===== src/rtl/log2_range_reduce_if.sv =====
// Handshake bundle between the log2 range-reduction stage and its neighbours.
// The master side supplies operands and consumes results.
// The slave side is the range-reduction stage itself.
interface log2_range_reduce_if #(
    parameter int K_W = 9
) ();
    logic                  in_valid;
    logic                  in_ready;
    logic [31:0]           x_i;
    logic                  out_valid;
    logic                  out_ready;
    logic [31:0]           f_o;
    logic signed [K_W-1:0] k_o;
    logic                  special_o;
    logic [31:0]           res_o;

    modport master (
        output in_valid, x_i, out_ready,
        input  in_ready, out_valid, f_o, k_o, special_o, res_o
    );

    modport slave (
        input  in_valid, x_i, out_ready,
        output in_ready, out_valid, f_o, k_o, special_o, res_o
    );
endinterface


===== src/rtl/log2_range_reduce.sv =====
// log2_range_reduce: front end of the float32 log2 datapath.
// Screens special operands and reduces x to f * 2^k with f in [sqrt(2)/2, sqrt(2)).
// Subnormals are normalised one bit per cycle.
// Build option LOG2_RR_FTZ_EN: subnormals are flushed to zero (result -inf)
// and the normalisation state and shifter are removed.
module log2_range_reduce #(
    parameter logic [22:0] SQRT2_MANT = 23'h3504f3,
    parameter int          K_W        = 9
) (
    input  logic               clk,
    input  logic               rst_n,
    log2_range_reduce_if.slave bus
);

`ifdef LOG2_RR_FTZ_EN
    typedef enum logic [1:0] {S_IDLE, S_CLASS, S_REDUCE, S_OUT} state_t;
`else
    typedef enum logic [2:0] {S_IDLE, S_CLASS, S_NORM, S_REDUCE, S_OUT} state_t;
`endif

    localparam logic [31:0] RES_NEG_INF = 32'hff800000;
    localparam logic [31:0] RES_QNAN    = 32'h7fc00000;
    localparam logic [31:0] ONE_F32     = 32'h3f800000;

    state_t                state_q, state_d;
    logic [31:0]           x_q, x_d;
    // Fraction bits only; the leading one is implicit once we reach REDUCE.
    logic [22:0]           frac_q, frac_d;
    logic signed [9:0]     e_q, e_d;
    logic                  in_ready_q, in_ready_d;
    logic                  out_valid_q, out_valid_d;
    logic [31:0]           f_q, f_d;
    logic signed [K_W-1:0] k_q, k_d;
    logic                  special_q, special_d;
    logic [31:0]           res_q, res_d;
    logic signed [9:0]     k_full;

    // Next-state and next-output computation for the whole FSM.
    always_comb begin
        state_d     = state_q;
        x_d         = x_q;
        frac_d      = frac_q;
        e_d         = e_q;
        in_ready_d  = in_ready_q;
        out_valid_d = out_valid_q;
        f_d         = f_q;
        k_d         = k_q;
        special_d   = special_q;
        res_d       = res_q;
        k_full      = '0;

        case (state_q)
            S_IDLE: begin
                if (bus.in_valid && in_ready_q) begin
                    x_d        = bus.x_i;
                    in_ready_d = 1'b0;
                    state_d    = S_CLASS;
                end
            end

            S_CLASS: begin
                // Default to a special result; the normal paths override below.
                special_d = 1'b1;
                f_d       = '0;
                k_d       = '0;
                state_d   = S_OUT;
                if (x_q[30:0] == 31'd0) begin
                    res_d = RES_NEG_INF;
                end else if (x_q[31]) begin
                    res_d = RES_QNAN;
                end else if (x_q[30:23] == 8'hff) begin
                    res_d = x_q;
                end else if (x_q == ONE_F32) begin
                    res_d = 32'h0000_0000;
                end else if (x_q[30:23] == 8'h00) begin
`ifdef LOG2_RR_FTZ_EN
                    res_d = RES_NEG_INF;
`else
                    special_d = 1'b0;
                    res_d     = '0;
                    frac_d    = x_q[22:0];
                    e_d       = 10'sd1;
                    state_d   = S_NORM;
`endif
                end else begin
                    special_d = 1'b0;
                    res_d     = '0;
                    frac_d    = x_q[22:0];
                    e_d       = $signed({2'b00, x_q[30:23]});
                    state_d   = S_REDUCE;
                end
            end

`ifndef LOG2_RR_FTZ_EN
            S_NORM: begin
                // The bit shifted out of frac[22] is the leading one; once it
                // leaves, the mantissa is normalised and frac holds the rest.
                frac_d = {frac_q[21:0], 1'b0};
                e_d    = e_q - 10'sd1;
                if (frac_q[22]) begin
                    state_d = S_REDUCE;
                end
            end
`endif

            S_REDUCE: begin
                special_d = 1'b0;
                res_d     = '0;
                if (frac_q >= SQRT2_MANT) begin
                    f_d    = {1'b0, 8'h7e, frac_q};
                    k_full = e_q - 10'sd126;
                end else begin
                    f_d    = {1'b0, 8'h7f, frac_q};
                    k_full = e_q - 10'sd127;
                end
                k_d     = K_W'(k_full);
                state_d = S_OUT;
            end

            S_OUT: begin
                // First OUT cycle raises valid; the fields were loaded on entry
                // and stay frozen until the downstream handshake.
                if (!out_valid_q) begin
                    out_valid_d = 1'b1;
                end else if (bus.out_ready) begin
                    out_valid_d = 1'b0;
                    in_ready_d  = 1'b1;
                    state_d     = S_IDLE;
                end
            end

            default: begin
                state_d = S_IDLE;
            end
        endcase
    end

    // State register; operand working registers carry no reset.
    always_ff @(posedge clk) begin
        if (!rst_n) begin
            state_q     <= S_IDLE;
            in_ready_q  <= 1'b1;
            out_valid_q <= 1'b0;
            f_q         <= '0;
            k_q         <= '0;
            special_q   <= 1'b0;
            res_q       <= '0;
        end else begin
            state_q     <= state_d;
            in_ready_q  <= in_ready_d;
            out_valid_q <= out_valid_d;
            f_q         <= f_d;
            k_q         <= k_d;
            special_q   <= special_d;
            res_q       <= res_d;
        end
        x_q    <= x_d;
        frac_q <= frac_d;
        e_q    <= e_d;
    end

    assign bus.in_ready  = in_ready_q;
    assign bus.out_valid = out_valid_q;
    assign bus.f_o       = f_q;
    assign bus.k_o       = k_q;
    assign bus.special_o = special_q;
    assign bus.res_o     = res_q;

endmodule

===== src/flat_wrapper.sv =====
// flat-port wrapper written by rule: the top's interface ports become plain ports
module log2_range_reduce_flat 
#(
    parameter logic [22:0] SQRT2_MANT = 23'h3504f3,
    parameter int          K_W        = 9
)
  (clk, rst_n, bus_in_valid, bus_x_i, bus_out_ready, bus_in_ready, bus_out_valid, bus_f_o, bus_k_o, bus_special_o, bus_res_o);
  log2_range_reduce_if #(.K_W(K_W)) bus_i ();
  input  logic clk;
  input  logic rst_n;
  input wire logic [$bits(bus_i.in_valid)-1:0] bus_in_valid;
  input wire logic [$bits(bus_i.x_i)-1:0] bus_x_i;
  input wire logic [$bits(bus_i.out_ready)-1:0] bus_out_ready;
  output wire logic [$bits(bus_i.in_ready)-1:0] bus_in_ready;
  output wire logic [$bits(bus_i.out_valid)-1:0] bus_out_valid;
  output wire logic [$bits(bus_i.f_o)-1:0] bus_f_o;
  output wire logic [$bits(bus_i.k_o)-1:0] bus_k_o;
  output wire logic [$bits(bus_i.special_o)-1:0] bus_special_o;
  output wire logic [$bits(bus_i.res_o)-1:0] bus_res_o;
  assign bus_i.in_valid = bus_in_valid;
  assign bus_i.x_i = bus_x_i;
  assign bus_i.out_ready = bus_out_ready;
  assign bus_in_ready = bus_i.in_ready;
  assign bus_out_valid = bus_i.out_valid;
  assign bus_f_o = bus_i.f_o;
  assign bus_k_o = bus_i.k_o;
  assign bus_special_o = bus_i.special_o;
  assign bus_res_o = bus_i.res_o;
  log2_range_reduce #(.SQRT2_MANT(SQRT2_MANT), .K_W(K_W)) u_core (.clk(clk), .rst_n(rst_n), .bus(bus_i));
endmodule

===== config.mk =====
export PLATFORM = sky130hd
export DESIGN_NAME = log2_range_reduce_flat
export DESIGN_NICKNAME = d
export VERILOG_FILES = /design/src/rtl/log2_range_reduce_if.sv /design/src/rtl/log2_range_reduce.sv /design/src/flat_wrapper.sv
export SDC_FILE = /design/constraint.sdc
export NUM_CORES = 1
export LEC_CHECK = 0
export BUFFER_PORTS_ARGS = -buffer_cell sky130_fd_sc_hd__buf_2
export CORE_MARGIN = 5
export CORE_UTILIZATION = 30
export DETAILED_ROUTE_END_ITERATION = 10
export HOLD_SLACK_MARGIN = 0.1
export MAX_ROUTING_LAYER = met4
export SLEW_MARGIN = 5
export SYNTH_ARGS = -nofsm -noshare
export SYNTH_HDL_FRONTEND = slang
export SYNTH_SLANG_ARGS = --single-unit

===== constraint.sdc =====
create_clock -name clk -period 5.35 [get_ports clk]
set_input_delay 0 -clock clk [delete_from_list [all_inputs] [get_ports clk]]
set_output_delay 0 -clock clk [all_outputs]
set_load 0.01 [all_outputs]

==> metrics, run 1 <==
outcome=completed; TritonRoute pass-1 iters=5; clk slew on worst S/H paths=60 ps; DR DRC count=0; Starting Density=30.56%; achievable frequency=306.7 MHz; Yosys warning count=0; largest net degree at the start of global routing=68; via count=4443; ANT cells=0; share of cells above drive strength 1=22.54%; CP endpoint kind=flip-flop; VDD IR max=0.2481 mV; Storage cell area=3363 um^2; worst-margin pin slew=1219 ps; Slew headroom=18.39%; Worst-Skew Late Latency=420 ps; Synth Flop Type=dfxtp_1; Mapped Cells=567; 1st-iter DRT viols=296; CTS tree=yes; nets=729; # setup viols final=0; GRT Total Usage=13.75%; worst min path class=in -> reg; Seq/Total Area, Yosys=58.64%; io pins=112; vias in the first global route=4195; Final Hold Fails=0; post-layout min period=3261 ps; Post-DP HPWL=10020 um; DR vias/cell=4.752; Layout area overhead=28.69%; TritonCTS sink count=136; DIE AREA=21980 um^2; final core area utilization=39.33%; antenna-violating nets left=0; # resized after CTS=0; static leakage=2.916 nW; Tot Pwr=2.928 mW; GR Overflow Total=0; Avg WL per Cell=15.56 um; Die X-Extent=148.3 um; GP Congestion=0.8290; Layout Skew=6.664 ps; Final period util=60.95%; Max Cap Violations=0; RSZ-0062 raised after global routing=false; commonest non-fill, non-tap cell in the layout=nand2_1; CTS Buf Count=17; initial antenna violation count=0; crit path kind=reg -> reg; core area=18770 um^2; Post-Route WL=14550 um; layout filler cell count=1809; final count of pins violating max slew=0; FP Rows=50; Critical Path RT=5380 ps; clock buffer depth=2; chip height=148.3 um; first-pass GRT wire length=22960 um; Mean Syn Cell Area=10.12 um^2; commonest cells after routing, fill and taps aside=nand2_1 (133), buf_2 (109), dfxtp_1 (72), edfxtp_1 (64), dlygate4sd3_1 (34); hold_ws=258.9 ps; area occupied by multi-input gates=2165 um^2; Cell Area, Synth=5736 um^2; Pwr Density=396.6 nW/um^2; number of synthesized register bits=136; Setup WS pre-CTS=2063 ps; CP Max Fanout=37; critical path launch point type=flip-flop; fin worst setup slack=2089 ps; CTS Root Cell=clkbuf_16; Post-synth EDFFs=64; Final TNS setup=0 ps; Unique masters post-synth=55; worst path arrival time=3290 ps; Buffers on Ports=109; H-tree depth=4; ys async rst share=0%
final timing paths:
check / from / to / slack (ps) / depth (start not counted)
min reg2reg: u_core.bus.k_o[1] / u_core.bus.k_o[1] / 440 / 2
min: rst_n / u_core.bus.out_valid / 260 / 3
max: u_core.state_q[1] / u_core.frac_q[12] / 2090 / 3
max reg2reg: u_core.state_q[1] / u_core.frac_q[12] / 2090 / 3
cells by family after synthesis:
| logic type | after synthesis | synth area share [%] |
|---|---|---|
| and+or+nand+nor | 258 | 21.84 |
| DFF | 136 | 58.64 |
| AOI/OAI and AO/OA | 103 | 12.81 |
| buffers and inverters | 54 | 3.992 |
| xor gates and xnor gates | 9 | 1.374 |
| adders and majority gates | 5 | 1.091 |
| other | 1 | 0.06538 |
| muxes | 1 | 0.1963 |
final cells by class:
class                           instances  area share (%)
Clock buffer                           17           5.764
Clock inverter                         15           2.611
Inverter                                9          0.4577
Multi-Input combinational cell        378           29.33
Sequential cell                       136           45.57
Tap cell                              234           3.967
Timing Repair Buffer                  146           12.31
power breakdown:
| part | total, mW | switching (mW) | internal [mW] |
|---|---|---|---|
| combinational | 0.369 | 0.236 | 0.134 |
| clock | 1.22 | 0.478 | 0.744 |
| sequential | 1.34 | 0.110 | 1.23 |
| total | 2.93 | 0.824 | 2.10 |
critical path: stages (launching register included):
cell and delay, ps:
dfxtp_1 1020, and2_1 810, a21oi_1 120, inv_1 900
synth_stat cells, types with 2 or more instances:
cell type  instances  area [um^2]
a21boi_0          25        187.7
a21boi_1           8        60.06
a21oi_1            9        45.04
a22oi_1           24        180.2
a31oi_1            3        18.77
and2_1             6        37.54
and3_1             3        18.77
and4_1             2        17.52
buf_1              3        11.26
buf_4              7        52.55
clkbuf_1          35        131.4
dfxtp_1           72         1441
edfxtp_1          64         1922
ha_1               5        62.56
inv_1              9        33.78
nand2_1          133        499.2
nand2b_1           2        12.51
nand3_1           32        160.2
nand4_1            5        31.28
nor2_1            16        60.06
nor2b_1           25        156.4
nor3_1             9        45.04
nor4_1             9        56.30
o21ai_0           20        100.1
o31ai_2            2        25.02
or2_2              2        12.51
or3_1              2        12.51
xnor2_1            8        70.07
flip-flops by register name, indices dropped and copies added (netlist names):
name                  count
u_core.bus.out_valid      1
u_core.x_q               32
u_core.bus.f_o           25
u_core.bus.res_o         32
u_core.bus.in_ready       1
u_core.frac_q            23
u_core.state_q            3
u_core.e_q                9
u_core.bus.special_o      1
u_core.bus.k_o            9
repair_timing:
item / 4_1_cts / 5_1_grt
buffers inserted: 0 / 0
hold buffers: 34 / 0
hold endpoints to repair: 36 / 0
routing by layer:
| metal | track usage, % | part of all wire, % |
|---|---|---|
| met4 | 3.603 | 0.82 |
| met1 | 19.82 | 50 |
| met2 | 19.00 | 42 |
| met3 | 3.809 | 6.5 |
| met5 | - | 0 |
through the flow:
| step | cells | area (um^2) |
|---|---|---|
| 6_report | 935 | 7381 |
| 5_1_grt | 935 | 7381 |
| 4_1_cts | 935 | 7381 |
| 3_5_place_dp | 869 | 6422 |
| 3_3_place_gp | 869 | 6422 |
| 2_1_floorplan | 568 | 5739 |
Power figures use the tool's default switching activity.
==> run 2, diff against run 1 <==
- clock period: 5.35 -> 3.2 ns (I/O delays scaled with it)
==> metrics, run 2 (synthesis results as in run 1) <==
final instance area=7412 um^2 (was 7381 um^2); DR vias/cell=4.686 (was 4.752); chip height=148.3 um (unchanged); critical path launch point type=flip-flop (unchanged); Crit path depth=7 (was 3); Tot Pwr=4.768 mW (was 2.928 mW); commonest cells after routing, fill and taps aside=nand2_1 (133), buf_2 (109), dfxtp_1 (72), edfxtp_1 (64), dlygate4sd3_1 (35) (was nand2_1 (133), buf_2 (109), dfxtp_1 (72), edfxtp_1 (64), dlygate4sd3_1 (34)); GRT Total Usage=13.61% (was 13.75%); commonest non-fill, non-tap cell in the layout=nand2_1 (unchanged); 1st-iter DRT viols=280 (was 296); static leakage=2.935 nW (was 2.916 nW); io pins=112 (unchanged); Post-Route WL=14450 um (was 14550 um); VDD IR max=0.3898 mV (was 0.2481 mV); via count=4419 (was 4443); initial antenna violation count=0 (unchanged); ANT cells=0 (unchanged); first-pass GRT wire length=22850 um (was 22960 um); Critical Path RT=3350 ps (was 5380 ps); GR Overflow Total=0 (unchanged); Setup WS pre-CTS=424.0 ps (was 2063 ps); worst path arrival time=2930 ps (was 3290 ps); R2R Setup Slk=410 ps (was 2090 ps); TritonCTS sink count=136 (unchanged); Max Cap Violations=0 (unchanged); Slew headroom=19.74% (was 18.39%); CTS Buf Count=17 (unchanged); CTS tree=yes (unchanged); Reg2Reg Launch Point=u_core.x_q[24] (was u_core.state_q[1]); worst setup path startpoint=u_core.x_q[24] (was u_core.state_q[1]); Crit path largest cell delay=530 ps (was 1020 ps); vias in the first global route=4285 (was 4195); Final TNS setup=0 ps (unchanged); core area=18770 um^2 (unchanged); H-tree depth=4 (unchanged); Buffers on Ports=109 (unchanged); antenna-violating nets left=0 (unchanged); crit path buf inv count=2 (was 1); CP cell instances=or4_1 > or4_4 > a2111oi_4 > nor3_2 > a21oi_1 > inv_1 > buf_4 (was and2_1 > a21oi_1 > inv_1); outcome=completed (unchanged); Cell Count, Final, Fillers Out=943 (was 935); CP Max Fanout=23 (was 37); Die X-Extent=148.3 um (unchanged); RSZ-0062 raised after global routing=false (unchanged); FP Rows=50 (unchanged); Worst-Skew Late Latency=420 ps (about the same); Layout area overhead=29.23% (was 28.69%); Final Hold Fails=0 (unchanged); CP endpoint kind=flip-flop (unchanged); Critical Path End=u_core.frac_q[14] (was u_core.frac_q[12]); TritonRoute pass-1 iters=5 (unchanged); DP Area=6484 um^2 (was 6422 um^2); worst min path class=in -> reg (unchanged); final count of pins violating max slew=0 (unchanged); crit path kind=reg -> reg (unchanged); clock buffer depth=2 (unchanged); slowest CP cell=or4_1 (was dfxtp_1); # setup viols final=0 (unchanged); worst-margin pin slew=1199 ps (was 1219 ps); R2R depth=7 (was 3); Placed Cells incl. Taps=876 (was 869); GP Congestion=0.8165 (was 0.8290); clk slew on worst S/H paths=60 ps (about the same); Layout Skew=6.396 ps (was 6.664 ps); achievable frequency=358.8 MHz (was 306.7 MHz); Pwr Density=643.3 nW/um^2 (was 396.6 nW/um^2); Final period util=87.09% (was 60.95%); nets=737 (was 729); CTS Root Cell=clkbuf_16 (unchanged); Top delay family on crit path=simple AND/OR/NAND/NOR gates (was flip-flops); largest net degree at the start of global routing=62 (was 68); reg2reg end=u_core.frac_q[14] (was u_core.frac_q[12]); DIE AREA=21980 um^2 (unchanged); Avg WL per Cell=15.32 um (was 15.56 um); Starting Density=30.56% (unchanged); # resized after CTS=0 (unchanged); share of cells above drive strength 1=23.41% (was 22.54%); DR DRC count=0 (unchanged); Post-DP HPWL=10340 um (was 10020 um); fin worst setup slack=413.0 ps (was 2089 ps); post-layout min period=2787 ps (was 3261 ps)
[run 2: how the worst min path moves through the flow]
stage                 startpoint                end  depth (start not counted)
floorplan             bus_x_i[0]      u_core.x_q[0]                          0
global placement      bus_x_i[1]      u_core.x_q[1]                          1
detailed placement   bus_x_i[11]     u_core.x_q[11]                          1
CTS                 bus_in_valid  u_core.state_q[0]                          5
global route        bus_in_valid  u_core.state_q[0]                          5
finish              bus_in_valid  u_core.state_q[0]                          5
[run 2: layout make-up]
| class | instances | area [um^2] |
|---|---|---|
| fill | 1879 | 11360 |
| clock buffer | 18 | 439.2 |
| tap | 234 | 292.8 |
| multi-input combinational | 378 | 2173 |
| timing repair buffer | 154 | 970.9 |
| sequential | 136 | 3363 |
| inverter | 9 | 33.78 |
| clock inverter | 14 | 138.9 |
[run 2: report_power, final]
| part | internal [mW] | total [mW] | switching [mW] |
|---|---|---|---|
| registers | 2.05 | 2.22 | 0.168 |
| logic | 0.239 | 0.654 | 0.415 |
| clock network | 1.11 | 1.90 | 0.789 |
[run 2: per-layer routing]
| layer | vias to the layer above | share of wire (%) | GRT usage (%) |
|---|---|---|---|
| met2 | 118 | 43 | 19.25 |
| met5 | - | 0 | - |
| met3 | 4 | 4.3 | 3.260 |
| li1 | 2247 | - | - |
| met4 | 0 | 0.41 | 3.880 |
| met1 | 2050 | 52 | 19.43 |
[run 2: worst register-to-register path, delay by kind of cell, from the launching register on]
family | cells | cell delay, ps
AOI/OAI and AO/OA | 2 | 500
buffers and inverters | 2 | 500
and+or+nand+nor | 3 | 1120
DFF | 1 | 390
[run 2: stage by stage]
stage | hold slack (ps) | utilization, %
floorplan | 98.87 | -
finish | 108.6 | 39.49
global placement | 176.5 | 34.55
global route | 159.3 | 39.49
detailed placement | 178.1 | 34.55
CTS | 107.9 | 39.49
[run 2: timing repair]
item / CTS / global route
hold buffers: 35 / 0
buffers inserted: 0 / 0
endpoints found under the hold margin: 54 / 0
==> run 3, diff against run 2 <==
--- a/constraint.sdc
+++ b/constraint.sdc
@@ -3,2 +3,2 @@
 set_output_delay 0 -clock clk [all_outputs]
-set_load 0.01 [all_outputs]
+set_load 0.1 [all_outputs]
==> metrics, run 3 (synthesis results as in run 1) <==
Critical Path RT=3350 ps (about the same); initial antenna violation count=0 (unchanged); Die X-Extent=148.3 um (unchanged); CP endpoint kind=flip-flop (unchanged); global routing usage on met1=19.73% (was 19.43%); 1st-iter DRT viols=317 (was 280); first-pass GRT wire length=23010 um (was 22850 um); DP Area=6484 um^2 (unchanged); CTS Root Cell=clkbuf_16 (unchanged); final count of pins violating max slew=0 (unchanged); Cell Count, Final, Fillers Out=942 (was 943); core area=18770 um^2 (unchanged); GRT Total Usage=13.73% (was 13.61%); worst min path class=in -> reg (unchanged); reg2reg end=u_core.frac_q[15] (was u_core.frac_q[14]); share of cells above drive strength 1=23.02% (was 23.41%); CTS Buf Count=17 (unchanged); static leakage=2.920 nW (was 2.935 nW); DR DRC count=0 (unchanged); crit path kind=reg -> reg (unchanged); GR Overflow Total=0 (unchanged); GR Util met2=18.70% (was 19.25%); Clk network pwr share=38.3% (was 39.8%); Setup WS pre-CTS=376.1 ps (was 424.0 ps); vias in the first global route=4318 (was 4285); FP Rows=50 (unchanged); commonest non-fill, non-tap cell in the layout=nand2_1 (unchanged); Hold Crit Depth=5 (unchanged); TritonRoute pass-1 iters=5 (unchanged); Gate power share=17.6% (was 13.7%); Starting Density=30.56% (unchanged); final core area utilization=39.45% (was 39.49%); critical path launch point type=flip-flop (unchanged); Post-Route WL=14430 um (was 14450 um); HP Start=bus_in_valid (unchanged); worst setup path startpoint=u_core.x_q[24] (unchanged); post-layout min period=2825 ps (was 2787 ps); GP Congestion=0.7957 (was 0.8165); R2R Setup Slk=370 ps (was 410 ps); ANT cells=0 (unchanged); final instance area=7405 um^2 (was 7412 um^2); Psw=1.583 mW (was 1.372 mW); Post-DP HPWL=10180 um (was 10340 um); H-tree depth=4 (unchanged); # setup viols final=0 (unchanged); busiest grt layer=met1 (unchanged); hold_ws=121.5 ps (was 108.6 ps); Worst Hold End=u_core.state_q[0] (unchanged); DIE AREA=21980 um^2 (unchanged); io pins=112 (unchanged); nets=736 (was 737); TritonCTS sink count=136 (unchanged); outcome=completed (unchanged); Pwr Density=678.6 nW/um^2 (was 643.3 nW/um^2); clk slew on worst S/H paths=60 ps (about the same); largest net degree at the start of global routing=62 (unchanged); Placed Cells incl. Taps=876 (unchanged); Final Hold Fails=0 (unchanged); Max Cap Violations=0 (unchanged); achievable frequency=353.9 MHz (was 358.8 MHz); CP Max Fanout=23 (unchanged); Final TNS setup=0 ps (unchanged); Tot Pwr=5.025 mW (was 4.768 mW); Slew headroom=17.51% (was 19.74%); R2R depth=7 (unchanged); fin worst setup slack=374.6 ps (was 413.0 ps); Buffers on Ports=109 (unchanged); Internal Power=3.442 mW (was 3.396 mW); Reg2Reg Launch Point=u_core.x_q[24] (unchanged); switch share=31.49% (was 28.78%); Final period util=88.29% (was 87.09%); Worst-Skew Late Latency=420 ps (about the same); CTS tree=yes (unchanged); clock buffer depth=2 (unchanged); chip height=148.3 um (unchanged); via count=4437 (was 4419); commonest cells after routing, fill and taps aside=nand2_1 (133), buf_2 (109), dfxtp_1 (72), edfxtp_1 (64), dlygate4sd3_1 (34) (was nand2_1 (133), buf_2 (109), dfxtp_1 (72), edfxtp_1 (64), dlygate4sd3_1 (35)); Layout Skew=11.76 ps (was 6.396 ps); antenna-violating nets left=0 (unchanged); worst path arrival time=2970 ps (was 2930 ps); Avg WL per Cell=15.31 um (was 15.32 um); RSZ-0062 raised after global routing=false (unchanged); worst-margin pin slew=1232 ps (was 1199 ps); Flop pwr share=44.0% (was 46.5%); DR vias/cell=4.710 (was 4.686); M3 GR Usage=3.352% (was 3.260%); Layout area overhead=29.10% (was 29.23%); VDD IR max=0.4172 mV (was 0.3898 mV)
==> run 3: final cells by class <==
class | count | area (um^2)
Sequential cell | 136 | 3363
Timing Repair Buffer | 153 | 960.9
Tap cell | 234 | 292.8
Multi-Input combinational cell | 378 | 2173
Clock buffer | 19 | 432.9
Clock inverter | 13 | 147.6
Inverter | 9 | 33.78
Fill cell | 1865 | 11360
==> run 3: worst max path at each step <==
stage	to	slack, ps	cells past startpoint
4_1_cts	u_core.frac_q[15]	350	7
3_3_place_gp	u_core.frac_q[13]	430	7
2_1_floorplan	u_core.x_q[0]	500	2
3_5_place_dp	u_core.frac_q[14]	380	7
6_report	u_core.frac_q[15]	370	7
5_1_grt	u_core.frac_q[15]	260	7
==> run 3: timing repair <==
action,CTS,global route
hold buffers,34,0
endpoints found under the hold margin,35,0
resized for setup,0,0
setup buffers,0,0
==> run 3: power by group through the flow <==
stage	Clock [mW]	Combinational [mW]	Sequential, mW
2_1_floorplan	0	0.475	2.39
3_5_place_dp	0	0.858	2.25
4_1_cts	1.97	0.893	2.21
3_3_place_gp	0	0.856	2.24
6_report	1.93	0.885	2.21
5_1_grt	2.05	0.968	2.24
==> run 3: worst max-delay path: stages (launching register included) <==
cell and delay (ps):
edfxtp_1 400, or4_1 540, or4_4 480, a2111oi_4 320, nor3_2 110, a21oi_1 190
inv_1 210, buf_4 290
==> run 3: per-layer routing <==
metal	routed length (um)	part of all wire, %
met5	0	0
met4	222	1.5
met3	848	5.9
met2	5892	41
met1	7463	52
